**src/rtl/tdc_pkg.sv**
```systemverilog
// Shared types and default sizing for the TDC interval controller.
// Latency: n/a (declarations only).
// Backpressure: n/a.
package tdc_pkg;

  typedef enum logic [1:0] {
    IDLE    = 2'd0,
    ARMED   = 2'd1,
    RUNNING = 2'd2,
    DONE    = 2'd3
  } tdc_state_e;

  localparam int unsigned DEF_FINE_W       = 8;
  localparam int unsigned DEF_TAPS_PER_CLK = 200;
  localparam int unsigned DEF_COARSE_W     = 16;
  localparam int unsigned DEF_TIMEOUT      = 65535;

  // Interval width: coarse*taps needs COARSE_W+FINE_W bits, plus one bit of headroom for +start_fine.
  function automatic int unsigned out_w(input int unsigned coarse_w, input int unsigned fine_w);
    return coarse_w + fine_w + 1;
  endfunction

endpackage

```
**src/rtl/tdc_interval_ctrl_if.sv**
```systemverilog
// Control, channel strobes and result handshake of the TDC interval controller.
// Latency: n/a (wiring only).
// Backpressure: out_valid/out_ready; the result is held until accepted.
interface tdc_interval_ctrl_if import tdc_pkg::*; #(
  parameter int unsigned FINE_W   = DEF_FINE_W,
  parameter int unsigned COARSE_W = DEF_COARSE_W
) ();
  localparam int unsigned OUT_W = out_w(COARSE_W, FINE_W);

  logic                arm;
  logic                continuous;
  logic                start_valid;
  logic [FINE_W-1:0]   start_fine;
  logic                stop_valid;
  logic [FINE_W-1:0]   stop_fine;
  logic                out_valid;
  logic                out_ready;
  logic [OUT_W-1:0]    out_interval;
  logic [COARSE_W-1:0] out_coarse;
  logic                out_timeout;
  logic                out_range_err;
  logic                busy;
  logic [7:0]          missed_cnt;

  modport slave (
    input  arm, continuous, start_valid, start_fine, stop_valid, stop_fine, out_ready,
    output out_valid, out_interval, out_coarse, out_timeout, out_range_err, busy, missed_cnt
  );

  modport master (
    output arm, continuous, start_valid, start_fine, stop_valid, stop_fine, out_ready,
    input  out_valid, out_interval, out_coarse, out_timeout, out_range_err, busy, missed_cnt
  );
endinterface

```
**src/rtl/tdc_interval_calc.sv**
```systemverilog
// Result stage: coarse*TAPS_PER_CLK + start_fine - stop_fine, clamped at 0, with range check.
// Latency: 1 cycle from load to registered result.
// Backpressure: none; registers hold their value while load is low.
module tdc_interval_calc import tdc_pkg::*; #(
  parameter int unsigned FINE_W       = DEF_FINE_W,
  parameter int unsigned TAPS_PER_CLK = DEF_TAPS_PER_CLK,
  parameter int unsigned COARSE_W     = DEF_COARSE_W,
  parameter int unsigned OUT_W        = out_w(COARSE_W, FINE_W)
) (
  input  logic                clk,
  input  logic                reset_n,
  input  logic                load,
  input  logic                timeout,
  input  logic [COARSE_W-1:0] coarse,
  input  logic [FINE_W-1:0]   start_fine,
  input  logic [FINE_W-1:0]   stop_fine,
  output logic [OUT_W-1:0]    interval_q,
  output logic [COARSE_W-1:0] coarse_q,
  output logic                timeout_q,
  output logic                range_err_q
);
  // One extra bit so a negative difference shows up as a set MSB.
  typedef logic [OUT_W:0] wide_t;
  localparam wide_t TAPS_C = wide_t'(TAPS_PER_CLK);

  wide_t            diff;
  logic             start_bad, stop_bad, neg;
  logic [OUT_W-1:0] interval_d;
  logic             range_err_d;

  // Multiply-add, clamp and fine-code range check; a timeout has no stop code to subtract.
  always_comb begin
    diff        = wide_t'(coarse) * TAPS_C + wide_t'(start_fine) - wide_t'(stop_fine);
    neg         = diff[OUT_W];
    start_bad   = wide_t'(start_fine) >= TAPS_C;
    stop_bad    = wide_t'(stop_fine) >= TAPS_C;
    interval_d  = (timeout || neg) ? '0 : diff[OUT_W-1:0];
    range_err_d = start_bad || (!timeout && (stop_bad || neg));
  end

  // Capture the result only when the controller closes a measurement.
  always_ff @(posedge clk or negedge reset_n) begin
    if (!reset_n) begin
      interval_q  <= '0;
      coarse_q    <= '0;
      timeout_q   <= 1'b0;
      range_err_q <= 1'b0;
    end else if (load) begin
      interval_q  <= interval_d;
      coarse_q    <= coarse;
      timeout_q   <= timeout;
      range_err_q <= range_err_d;
    end
  end
endmodule

```
**src/rtl/tdc_interval_ctrl.sv**
```systemverilog
// Arm/measure/done controller turning start/stop fine codes plus a coarse count into an interval.
// Latency: result valid 1 cycle after the stop strobe (or after coarse reaches TIMEOUT).
// Backpressure: result held in DONE until out_ready; further starts are counted as missed.
module tdc_interval_ctrl import tdc_pkg::*; #(
  parameter int unsigned FINE_W       = DEF_FINE_W,
  parameter int unsigned TAPS_PER_CLK = DEF_TAPS_PER_CLK,
  parameter int unsigned COARSE_W     = DEF_COARSE_W,
  parameter int unsigned TIMEOUT      = DEF_TIMEOUT
) (
  input logic               clk,
  input logic               reset_n,
  tdc_interval_ctrl_if.slave bus
);
  typedef logic [COARSE_W-1:0] coarse_t;
  localparam coarse_t TIMEOUT_C = coarse_t'(TIMEOUT);

  tdc_state_e        state_q, state_d;
  coarse_t           coarse_q, coarse_d, coarse_inc;
  logic [FINE_W-1:0] start_fine_q, start_fine_d;
  logic [7:0]        missed_q, missed_d;
  logic              out_valid_q, out_valid_d;
  logic              calc_load, calc_timeout;
  coarse_t           calc_coarse;
  logic [FINE_W-1:0] calc_start_fine;

  assign coarse_inc = coarse_q + coarse_t'(1);

  // Next-state, coarse counter, missed-start counter and result-stage load.
  always_comb begin
    state_d         = state_q;
    coarse_d        = coarse_q;
    start_fine_d    = start_fine_q;
    missed_d        = missed_q;
    out_valid_d     = out_valid_q;
    calc_load       = 1'b0;
    calc_timeout    = 1'b0;
    calc_coarse     = coarse_inc;
    calc_start_fine = start_fine_q;

    if (bus.start_valid && (state_q == RUNNING || state_q == DONE) && missed_q != 8'hFF)
      missed_d = missed_q + 8'd1;

    case (state_q)
      IDLE: if (bus.arm) state_d = ARMED;
      ARMED: begin
        if (!bus.arm) begin
          state_d = IDLE;
        end else if (bus.start_valid) begin
          start_fine_d = bus.start_fine;
          coarse_d     = '0;
          if (bus.stop_valid) begin
            // Stop in the same cycle as start: zero coarse, result immediately.
            calc_load       = 1'b1;
            calc_coarse     = '0;
            calc_start_fine = bus.start_fine;
            out_valid_d     = 1'b1;
            state_d         = DONE;
          end else begin
            state_d = RUNNING;
          end
        end
      end
      RUNNING: begin
        coarse_d = coarse_inc;
        if (!bus.arm) begin
          coarse_d = '0;
          state_d  = IDLE;
        end else if (bus.stop_valid) begin
          calc_load   = 1'b1;
          out_valid_d = 1'b1;
          state_d     = DONE;
        end else if (coarse_inc == TIMEOUT_C) begin
          calc_load    = 1'b1;
          calc_timeout = 1'b1;
          out_valid_d  = 1'b1;
          state_d      = DONE;
        end
      end
      DONE: begin
        if (out_valid_q && bus.out_ready) begin
          out_valid_d = 1'b0;
          state_d     = (bus.continuous && bus.arm) ? ARMED : IDLE;
        end
      end
      default: state_d = IDLE;
    endcase
  end

  // FSM and counter registers.
  always_ff @(posedge clk or negedge reset_n) begin
    if (!reset_n) begin
      state_q      <= IDLE;
      coarse_q     <= '0;
      start_fine_q <= '0;
      missed_q     <= '0;
      out_valid_q  <= 1'b0;
    end else begin
      state_q      <= state_d;
      coarse_q     <= coarse_d;
      start_fine_q <= start_fine_d;
      missed_q     <= missed_d;
      out_valid_q  <= out_valid_d;
    end
  end

  assign bus.out_valid  = out_valid_q;
  assign bus.busy       = (state_q == RUNNING) || (state_q == DONE);
  assign bus.missed_cnt = missed_q;

  tdc_interval_calc #(
    .FINE_W       (FINE_W),
    .TAPS_PER_CLK (TAPS_PER_CLK),
    .COARSE_W     (COARSE_W)
  ) u_calc (
    .clk         (clk),
    .reset_n     (reset_n),
    .load        (calc_load),
    .timeout     (calc_timeout),
    .coarse      (calc_coarse),
    .start_fine  (calc_start_fine),
    .stop_fine   (bus.stop_fine),
    .interval_q  (bus.out_interval),
    .coarse_q    (bus.out_coarse),
    .timeout_q   (bus.out_timeout),
    .range_err_q (bus.out_range_err)
  );
endmodule

```
**src/flat_wrapper.sv**
```systemverilog
// flat-port wrapper written by rule: the top's interface ports become plain ports
module tdc_interval_ctrl_flat import tdc_pkg::*;
#(
  parameter int unsigned FINE_W       = DEF_FINE_W,
  parameter int unsigned TAPS_PER_CLK = DEF_TAPS_PER_CLK,
  parameter int unsigned COARSE_W     = DEF_COARSE_W,
  parameter int unsigned TIMEOUT      = DEF_TIMEOUT
)
  (clk, reset_n, bus_arm, bus_continuous, bus_start_valid, bus_start_fine, bus_stop_valid, bus_stop_fine, bus_out_ready, bus_out_valid, bus_out_interval, bus_out_coarse, bus_out_timeout, bus_out_range_err, bus_busy, bus_missed_cnt);
  tdc_interval_ctrl_if #(.FINE_W(FINE_W), .COARSE_W(COARSE_W)) bus_i ();
  input logic clk;
  input logic reset_n;
  input wire logic [$bits(bus_i.arm)-1:0] bus_arm;
  input wire logic [$bits(bus_i.continuous)-1:0] bus_continuous;
  input wire logic [$bits(bus_i.start_valid)-1:0] bus_start_valid;
  input wire logic [$bits(bus_i.start_fine)-1:0] bus_start_fine;
  input wire logic [$bits(bus_i.stop_valid)-1:0] bus_stop_valid;
  input wire logic [$bits(bus_i.stop_fine)-1:0] bus_stop_fine;
  input wire logic [$bits(bus_i.out_ready)-1:0] bus_out_ready;
  output wire logic [$bits(bus_i.out_valid)-1:0] bus_out_valid;
  output wire logic [$bits(bus_i.out_interval)-1:0] bus_out_interval;
  output wire logic [$bits(bus_i.out_coarse)-1:0] bus_out_coarse;
  output wire logic [$bits(bus_i.out_timeout)-1:0] bus_out_timeout;
  output wire logic [$bits(bus_i.out_range_err)-1:0] bus_out_range_err;
  output wire logic [$bits(bus_i.busy)-1:0] bus_busy;
  output wire logic [$bits(bus_i.missed_cnt)-1:0] bus_missed_cnt;
  assign bus_i.arm = bus_arm;
  assign bus_i.continuous = bus_continuous;
  assign bus_i.start_valid = bus_start_valid;
  assign bus_i.start_fine = bus_start_fine;
  assign bus_i.stop_valid = bus_stop_valid;
  assign bus_i.stop_fine = bus_stop_fine;
  assign bus_i.out_ready = bus_out_ready;
  assign bus_out_valid = bus_i.out_valid;
  assign bus_out_interval = bus_i.out_interval;
  assign bus_out_coarse = bus_i.out_coarse;
  assign bus_out_timeout = bus_i.out_timeout;
  assign bus_out_range_err = bus_i.out_range_err;
  assign bus_busy = bus_i.busy;
  assign bus_missed_cnt = bus_i.missed_cnt;
  tdc_interval_ctrl #(.FINE_W(FINE_W), .TAPS_PER_CLK(TAPS_PER_CLK), .COARSE_W(COARSE_W), .TIMEOUT(TIMEOUT)) u_core (.clk(clk), .reset_n(reset_n), .bus(bus_i));
endmodule
```
**config.mk**
```make
export PLATFORM = sky130hd
export DESIGN_NAME = tdc_interval_ctrl_flat
export DESIGN_NICKNAME = d
export VERILOG_FILES = /design/src/rtl/tdc_pkg.sv /design/src/rtl/tdc_interval_ctrl_if.sv /design/src/rtl/tdc_interval_calc.sv /design/src/rtl/tdc_interval_ctrl.sv /design/src/flat_wrapper.sv
export SDC_FILE = /design/constraint.sdc
export NUM_CORES = 1
export LEC_CHECK = 0
export BUFFER_PORTS_ARGS = -buffer_cell sky130_fd_sc_hd__clkbuf_2
export CAP_MARGIN = 20
export CORE_MARGIN = 2
export CORE_UTILIZATION = 55
export CTS_BUF_LIST = sky130_fd_sc_hd__clkbuf_4 sky130_fd_sc_hd__clkbuf_8
export DETAILED_ROUTE_END_ITERATION = 10
export HOLD_SLACK_MARGIN = 0.02
export PLACE_DENSITY_LB_ADDON = 0.05
export SLEW_MARGIN = 20
export SYNTH_ARGS = -nofsm -noshare
export SYNTH_HDL_FRONTEND = slang
export SYNTH_SLANG_ARGS = --single-unit
```
**constraint.sdc**
```tcl
create_clock -name clk -period 7.5 [get_ports clk]
set_input_delay 1.125 -clock clk [delete_from_list [all_inputs] [get_ports clk]]
set_output_delay 1.125 -clock clk [all_outputs]
set_load 0.02 [all_outputs]
```
==> impl_metrics.tcl, run 1 <==
set metrics [dict create \
    status "completed" \
    final_nets 935 \
    gp_congestion 0.8505 \
    path_cells "clkbuf_2, and3_1, and2_1, nor2_1, ha_1, ha_1, fa_1, ha_1, a211o_1, o211ai_1, nand2b_1, a21oi_1, xnor2_1, inv_1, ha_1, nand2_1, o31a_1, o21a_1, o41ai_4, a211oi_2, nor3_4, a32o_1" \
    synth.avg_cell_area_um2 9.238 \
    overflow 0 \
    grt_first_pass_wirelength_um 24630 \
    cts-root-buf "clkbuf_8" \
    rsz0062_at_grt "no" \
    worst_slew_pin_slew_ns 1.082 \
    cts_buffer_depth 2 \
    synth-adder-area-share 0.2143 \
    slew_violations 0 \
    synth.distinct_cells 66 \
    cts_tree "done" \
    ir_worst_vdd_v 0.0001805 \
    antennaDiodeCount 0 \
    synthToLayoutAreaGrowth_pct 11.16 \
    synth_xor_area_frac 0.06995 \
    skew_ns 0.02001 \
    ios 76 \
    ys_seq_area_frac 0.2902 \
    dieHeight_um 114.6 \
    critPathMaxStageDelay_ns 0.72 \
    antenna_found_initial 0 \
    synthesis.nets 856 \
    wl_per_cell_um 15.50 \
    clk_pin_slew_ns 0.09 \
    cts_buffers 9 \
    syn_inst 728 \
    grt_usage 0.2339 \
    critical_path.top_delay_family "compound AO/OA/AOI/OAI gates" \
    top_layer "met4" \
    wl_met3_um 427 \
    cap_viol_max_count 0 \
    hp-start "u_core.start_fine_q[3]" \
    via_per_inst 5.614 \
    synth-main-ff-cell "dfrtp_1" \
    end_kind "flip-flop" \
    first_iter_violations 246 \
    hold_path_class "flip-flop to flip-flop" \
    synthesis.area_um2 6725 \
    power.density_nw_per_um2 374.0 \
    cts_resized 0 \
    slew_headroom 0.2786 \
    grt_pass1_vias 5194 \
    nFillCells 1053 \
    grt_max_degree 79 \
    reg2reg_depth 28 \
    cp.required_ns 7.81 \
    p_leak_nw 3.961 \
    drtAntennaViolNets 0 \
    min_path_cells 2 \
    start_util 0.5622 \
    ys_ff_latch 78 \
    post_cts_buffers 0 \
    synth-simple-area-share 0.1407 \
    max_freq_ghz 0.1475 \
    async_reset_ff_frac 1.000 \
    met2_length_um 7148 \
    path_class "input pin to flip-flop" \
    startpoint_type "input pin" \
    yosysWarningCount 0 \
    holdBufCountCts 0 \
    wl_met1_um 7068 \
    regToRegSetupSlack_ns 0.85 \
    synth_top_family_by_area "adder cells" \
    drt_drc_violations_left 0 \
    period_minus_slack_ns 6.779 \
    rows 40 \
    drtPass1Iterations 4 \
    cpMostUsedCell "ha_1" \
    portBuffers 75 \
    worstPathBufferInverterCount 2 \
    synth_compound_area_frac 0.1844 \
    die_w_um 114.6 \
    routed_wl_um 14870 \
    hold_path_end "u_core.start_fine_q[3]" \
    drive_above_1_share 0.1724 \
    r2r-start "u_core.coarse_q[0]" \
    vias 5384 \
    finalHoldViolCount 0 \
    crit_slowest_cell "nor3_4" \
    cp_max_fo 23 \
    crit_cells 22 \
    setup_viol 0 \
    insertion_delay_ns 0.38 \
    synth-edff-count 0 \
    synthMuxAreaShare 0.03944 \
    setup_tns_ns 0 \
    cts_max_level 3 \
    finish.utilization 0.6250 \
    dieArea_um2 13130 \
    dp_hpwl_um 11720 \
    cp.arrival_ns 7.09 \
    reg2reg_to "u_core.u_calc.interval_q[24]" \
    clock-sinks 78 \
    min_period_over_period 0.9038 \
    core_area_um2 11960 \
]
[cell usage after synthesis (5+ instances only)]
cell type | instances | area, um^2
ha_1 | 88 | 1101
nand2_1 | 79 | 296.5
dfrtp_1 | 78 | 1952
inv_1 | 78 | 292.8
xnor2_1 | 41 | 359.1
a21oi_1 | 40 | 200.2
o21ai_0 | 40 | 200.2
nor2_1 | 38 | 142.6
a22o_1 | 22 | 192.7
nand3_1 | 22 | 110.1
fa_1 | 17 | 340.3
a21o_1 | 13 | 97.59
clkbuf_1 | 10 | 37.54
xor2_1 | 10 | 87.58
mux2_4 | 9 | 135.1
mux2_2 | 8 | 90.09
nor3_1 | 8 | 40.04
and3_1 | 7 | 43.79
o211ai_1 | 7 | 52.55
o31ai_1 | 6 | 45.04
or2_2 | 6 | 37.54
buf_6 | 5 | 56.30
nand2b_1 | 5 | 31.28
nor2b_1 | 5 | 31.28
o21a_1 | 5 | 37.54
[power breakdown]
part           total [mW]  leakage (nW)  switching (mW)  internal [mW]
Sequential          0.610          1.04          0.0755          0.535
Clock               0.317        0.0903           0.189          0.128
Combinational        1.87          2.83            1.02          0.845
[state kept, by name, summed over array words and instances (netlist names)]
signal                     cells
u_core.state_q                 2
u_core.bus.missed_cnt          8
u_core.u_calc.timeout_q        1
u_core.bus.out_valid           1
u_core.u_calc.coarse_q        16
u_core.u_calc.interval_q      25
u_core.coarse_q               16
u_core.u_calc.range_err_q      1
u_core.start_fine_q            8
[layout make-up]
cell class                      instances  area (um^2)  area share
Clock inverter                          7        63.81    0.008536
Timing Repair Buffer                   88        495.5     0.06628
Tap cell                              147        183.9     0.02460
Inverter                               78        292.8     0.03916
Multi-Input combinational cell        552         4364      0.5838
Sequential cell                        78         1952      0.2611
Clock buffer                            9        123.9     0.01657
[logic make-up after synthesis]
| group | after synthesis |
|---|---|
| and+or+nand+nor | 196 |
| AOI/OAI and AO/OA | 178 |
| buffers and inverters | 98 |
| adders and majority gates | 105 |
| muxes | 21 |
| xor gates and xnor gates | 52 |
| DFF | 78 |
[cell usage in the layout (no fill, tap or decap), drive strengths merged, types with 4 or more instances in the layout]
cell,synthesis,final
o21ai,41,41
o41ai,5,5
nand2b,5,5
mux2,17,17
a211oi,7,7
nor4,5,5
ha,88,88
dfrtp,78,78
o21bai,4,4
or2,6,6
nor2b,5,5
a22o,22,22
nand2,79,79
and3,7,7
fa,17,17
nand3,22,22
mux2i,4,4
a21oi,40,40
inv,78,82
a21o,13,13
nor3,9,9
clkbuf,10,83
nor2,38,38
o211ai,7,7
o21a,5,5
xor2,10,10
xnor2,41,41
o31ai,6,6
a211o,4,4
buf,10,14
and2,5,5
nand4,5,5
[worst min-delay path, delay by kind of cell, from the launching register on]
family        cells  cell delay, ns
simple gates      2            0.10
flops             1            0.35
[per-stage QoR]
step                      cells  hold WS (ns)  area [um^2]  power [mW]  setup WS [ns]
after floorplan             728        0.4417         6725       1.993         0.3333
after global placement      942        0.4525         7261       2.444         0.4968
after detailed placement    942        0.4587         7261       2.479         0.3607
after CTS                   958        0.4828         7448       2.809         0.7324
after global routing        959        0.5047         7476       3.038         0.2520
final                       959        0.4836         7476       2.796         0.7213
[metal layers]
| layer | track usage | up-vias |
|---|---|---|
| li1 | - | 2732 |
| met1 | 0.3165 | 2551 |
| met2 | 0.3941 | 89 |
| met3 | 0.02700 | 12 |
| met4 | 0.07073 | 0 |
| met5 | 0 | - |
[worst max-delay path by stage]
stage,startpoint,endpoint,slack [ns]
after floorplan,bus_arm,u_core.u_calc.interval_q[24],0.33
after global placement,bus_arm,u_core.u_calc.interval_q[9],0.50
after detailed placement,bus_arm,u_core.u_calc.interval_q[9],0.36
after CTS,bus_arm,u_core.u_calc.interval_q[13],0.73
after global routing,bus_arm,u_core.u_calc.interval_q[13],0.25
final,bus_arm,u_core.u_calc.interval_q[13],0.72
No activity file was read; power rests on OpenSTA's default activity.
==> inputs of run 2 (changes only) <==
--- a/config.mk
+++ b/config.mk
@@ -8,7 +8,7 @@
 export BUFFER_PORTS_ARGS = -buffer_cell sky130_fd_sc_hd__clkbuf_2
 export CAP_MARGIN = 20
 export CORE_MARGIN = 2
-export CORE_UTILIZATION = 55
+export CORE_UTILIZATION = 62
 export CTS_BUF_LIST = sky130_fd_sc_hd__clkbuf_4 sky130_fd_sc_hd__clkbuf_8
 export DETAILED_ROUTE_END_ITERATION = 10
 export HOLD_SLACK_MARGIN = 0.02
==> impl_metrics.tcl, run 2 (synthesis gave the netlist of run 1 again) <==
set metrics [dict create \
    post_cts_buffers 0 \
    grt_first_pass_wirelength_um 24660 \
    use_met3 0.02893 \
    cts_resized 0 \
    drive_above_1_share 0.1621 \
    period_minus_slack_ns 6.916 \
    cts_tree "done" \
    layout_common_cells "ha_1 (88), nand2_1 (79), inv_1 (78), dfrtp_1 (78), clkbuf_2 (74)" \
    power.density_nw_per_um2 368.3 \
    via_per_inst 5.792 \
    overflow 0 \
    dp_hpwl_um 11540 \
    synthToLayoutAreaGrowth_pct 9.786 \
    cp.required_ns 7.82 \
    dp.cells 926 \
    drtAntennaViolNets 0 \
    skew_ns 0.01746 \
    grt_usage 0.2639 \
    first_iter_violations 256 \
    clk_pin_slew_ns 0.10 \
    vias 5456 \
    crit_slowest_cell "fa_1" \
    end_kind "flip-flop" \
    dieHeight_um 108.2 \
    dieArea_um2 11700 \
    instances_no_fill 942 \
    portBuffers 75 \
    final_common_cell "ha_1" \
    startpoint_type "input pin" \
    rsz0062_at_grt "no" \
    cts_buffer_depth 2 \
    grt_use_met1 0.3518 \
    wl_per_cell_um 15.70 \
    cts_max_level 3 \
    whs_ns 0.4897 \
    slew_violations 0 \
    drtPass1Iterations 4 \
    ir_worst_vdd_v 0.0002309 \
    start_util 0.6287 \
    power_mw 2.719 \
    final_nets 925 \
    critPathMaxStageDelay_ns 0.50 \
    drt_drc_violations_left 0 \
    largest_reg_flops 25 \
    core_area_um2 10700 \
    gp_congestion 0.8609 \
    max_freq_ghz 0.1446 \
    cts-root-buf "clkbuf_8" \
    worst_slew_pin_slew_ns 0.7995 \
    grt_max_degree 79 \
    top_regs "u_core.u_calc.interval_q (25), u_core.coarse_q (16), u_core.u_calc.coarse_q (16)" \
    regMostFlops "u_core.u_calc.interval_q" \
    holdBufCountCts 0 \
    p_leak_nw 3.909 \
    cap_viol_max_count 0 \
    insertion_delay_ns 0.38 \
    cp_max_fo 10 \
    antenna_found_initial 0 \
    die_w_um 108.2 \
    min_period_over_period 0.9221 \
    path_class "input pin to flip-flop" \
    setup_tns_ns 0 \
    top_usage_layer "met2" \
    cp.arrival_ns 7.23 \
    grt_pass1_vias 5336 \
    routed_wl_um 14790 \
    antennaDiodeCount 0 \
    clock-sinks 78 \
    regToRegSetupSlack_ns 0.70 \
    use_met2 0.4492 \
    status "completed" \
    ios 76 \
    cts_buffers 9 \
    slew_headroom 0.4653 \
    setup_viol 0 \
    hold_path_class "flip-flop to flip-flop" \
    rows 38 \
    finalHoldViolCount 0 \
]
==> run 2: cell types whose count changed in the layout (fill, tap and decap cells not counted), sizes merged <==
cell / change
clkinvlp: -1
clkinv: +1
buf: -10
==> run 2: where the power goes <==
group | leakage, nW | internal (mW) | total, mW | switching (mW)
clock network | 0.0943 | 0.128 | 0.317 | 0.189
logic | 2.78 | 0.799 | 1.79 | 0.987
registers | 1.04 | 0.535 | 0.616 | 0.0812
==> run 2: cell type report <==
cell class | count | area, um^2
clock buffer | 9 | 123.9
clock inverter | 7 | 65.06
fill | 886 | 3314
inverter | 78 | 292.8
multi-input combinational | 552 | 4370
sequential | 78 | 1952
tap | 140 | 175.2
timing repair buffer | 78 | 404.1
==> run 2: worst max-delay path: cells and delay by family <==
kind | cells | cell delay [ns]
xor+xnor | 1 | 0.22
compound gates | 9 | 1.73
simple gates | 6 | 1.42
buf+inv | 5 | 0.52
mux | 1 | 0.35
fa+ha+maj | 5 | 1.86
==> run 2: final timing paths <==
check,start,end,cells after the start
worst max-delay path,bus_arm,u_core.u_calc.interval_q[24],27
worst min-delay path,u_core.start_fine_q[5],u_core.start_fine_q[5],2
worst max register to register,u_core.state_q[1],u_core.u_calc.interval_q[24],28
worst min register to register,u_core.start_fine_q[5],u_core.start_fine_q[5],2
max in group asynchronous,reset_n,u_core.u_calc.coarse_q[5],1
min in group asynchronous,reset_n,u_core.u_calc.interval_q[22],1
==> run 2: routing by layer <==
| metal | vias up | wire [um] |
|---|---|---|
| li1 | 2700 | - |
| met1 | 2622 | 6791 |
| met3 | 19 | 460 |
| met4 | 0 | 221 |
| met5 | - | 0 |
| met2 | 115 | 7318 |
==> run 2: metrics by stage <==
step / util / area, um^2 / setup WS, ns
3_5_place_dp: 0.6716 / 7184 / 0.2148
5_1_grt: 0.6902 / 7383 / 0.1705
3_3_place_gp: 0.6716 / 7184 / 0.2916
2_1_floorplan: - / 6725 / 0.3333
4_1_cts: 0.6892 / 7373 / 0.6006
6_report: 0.6902 / 7383 / 0.5842
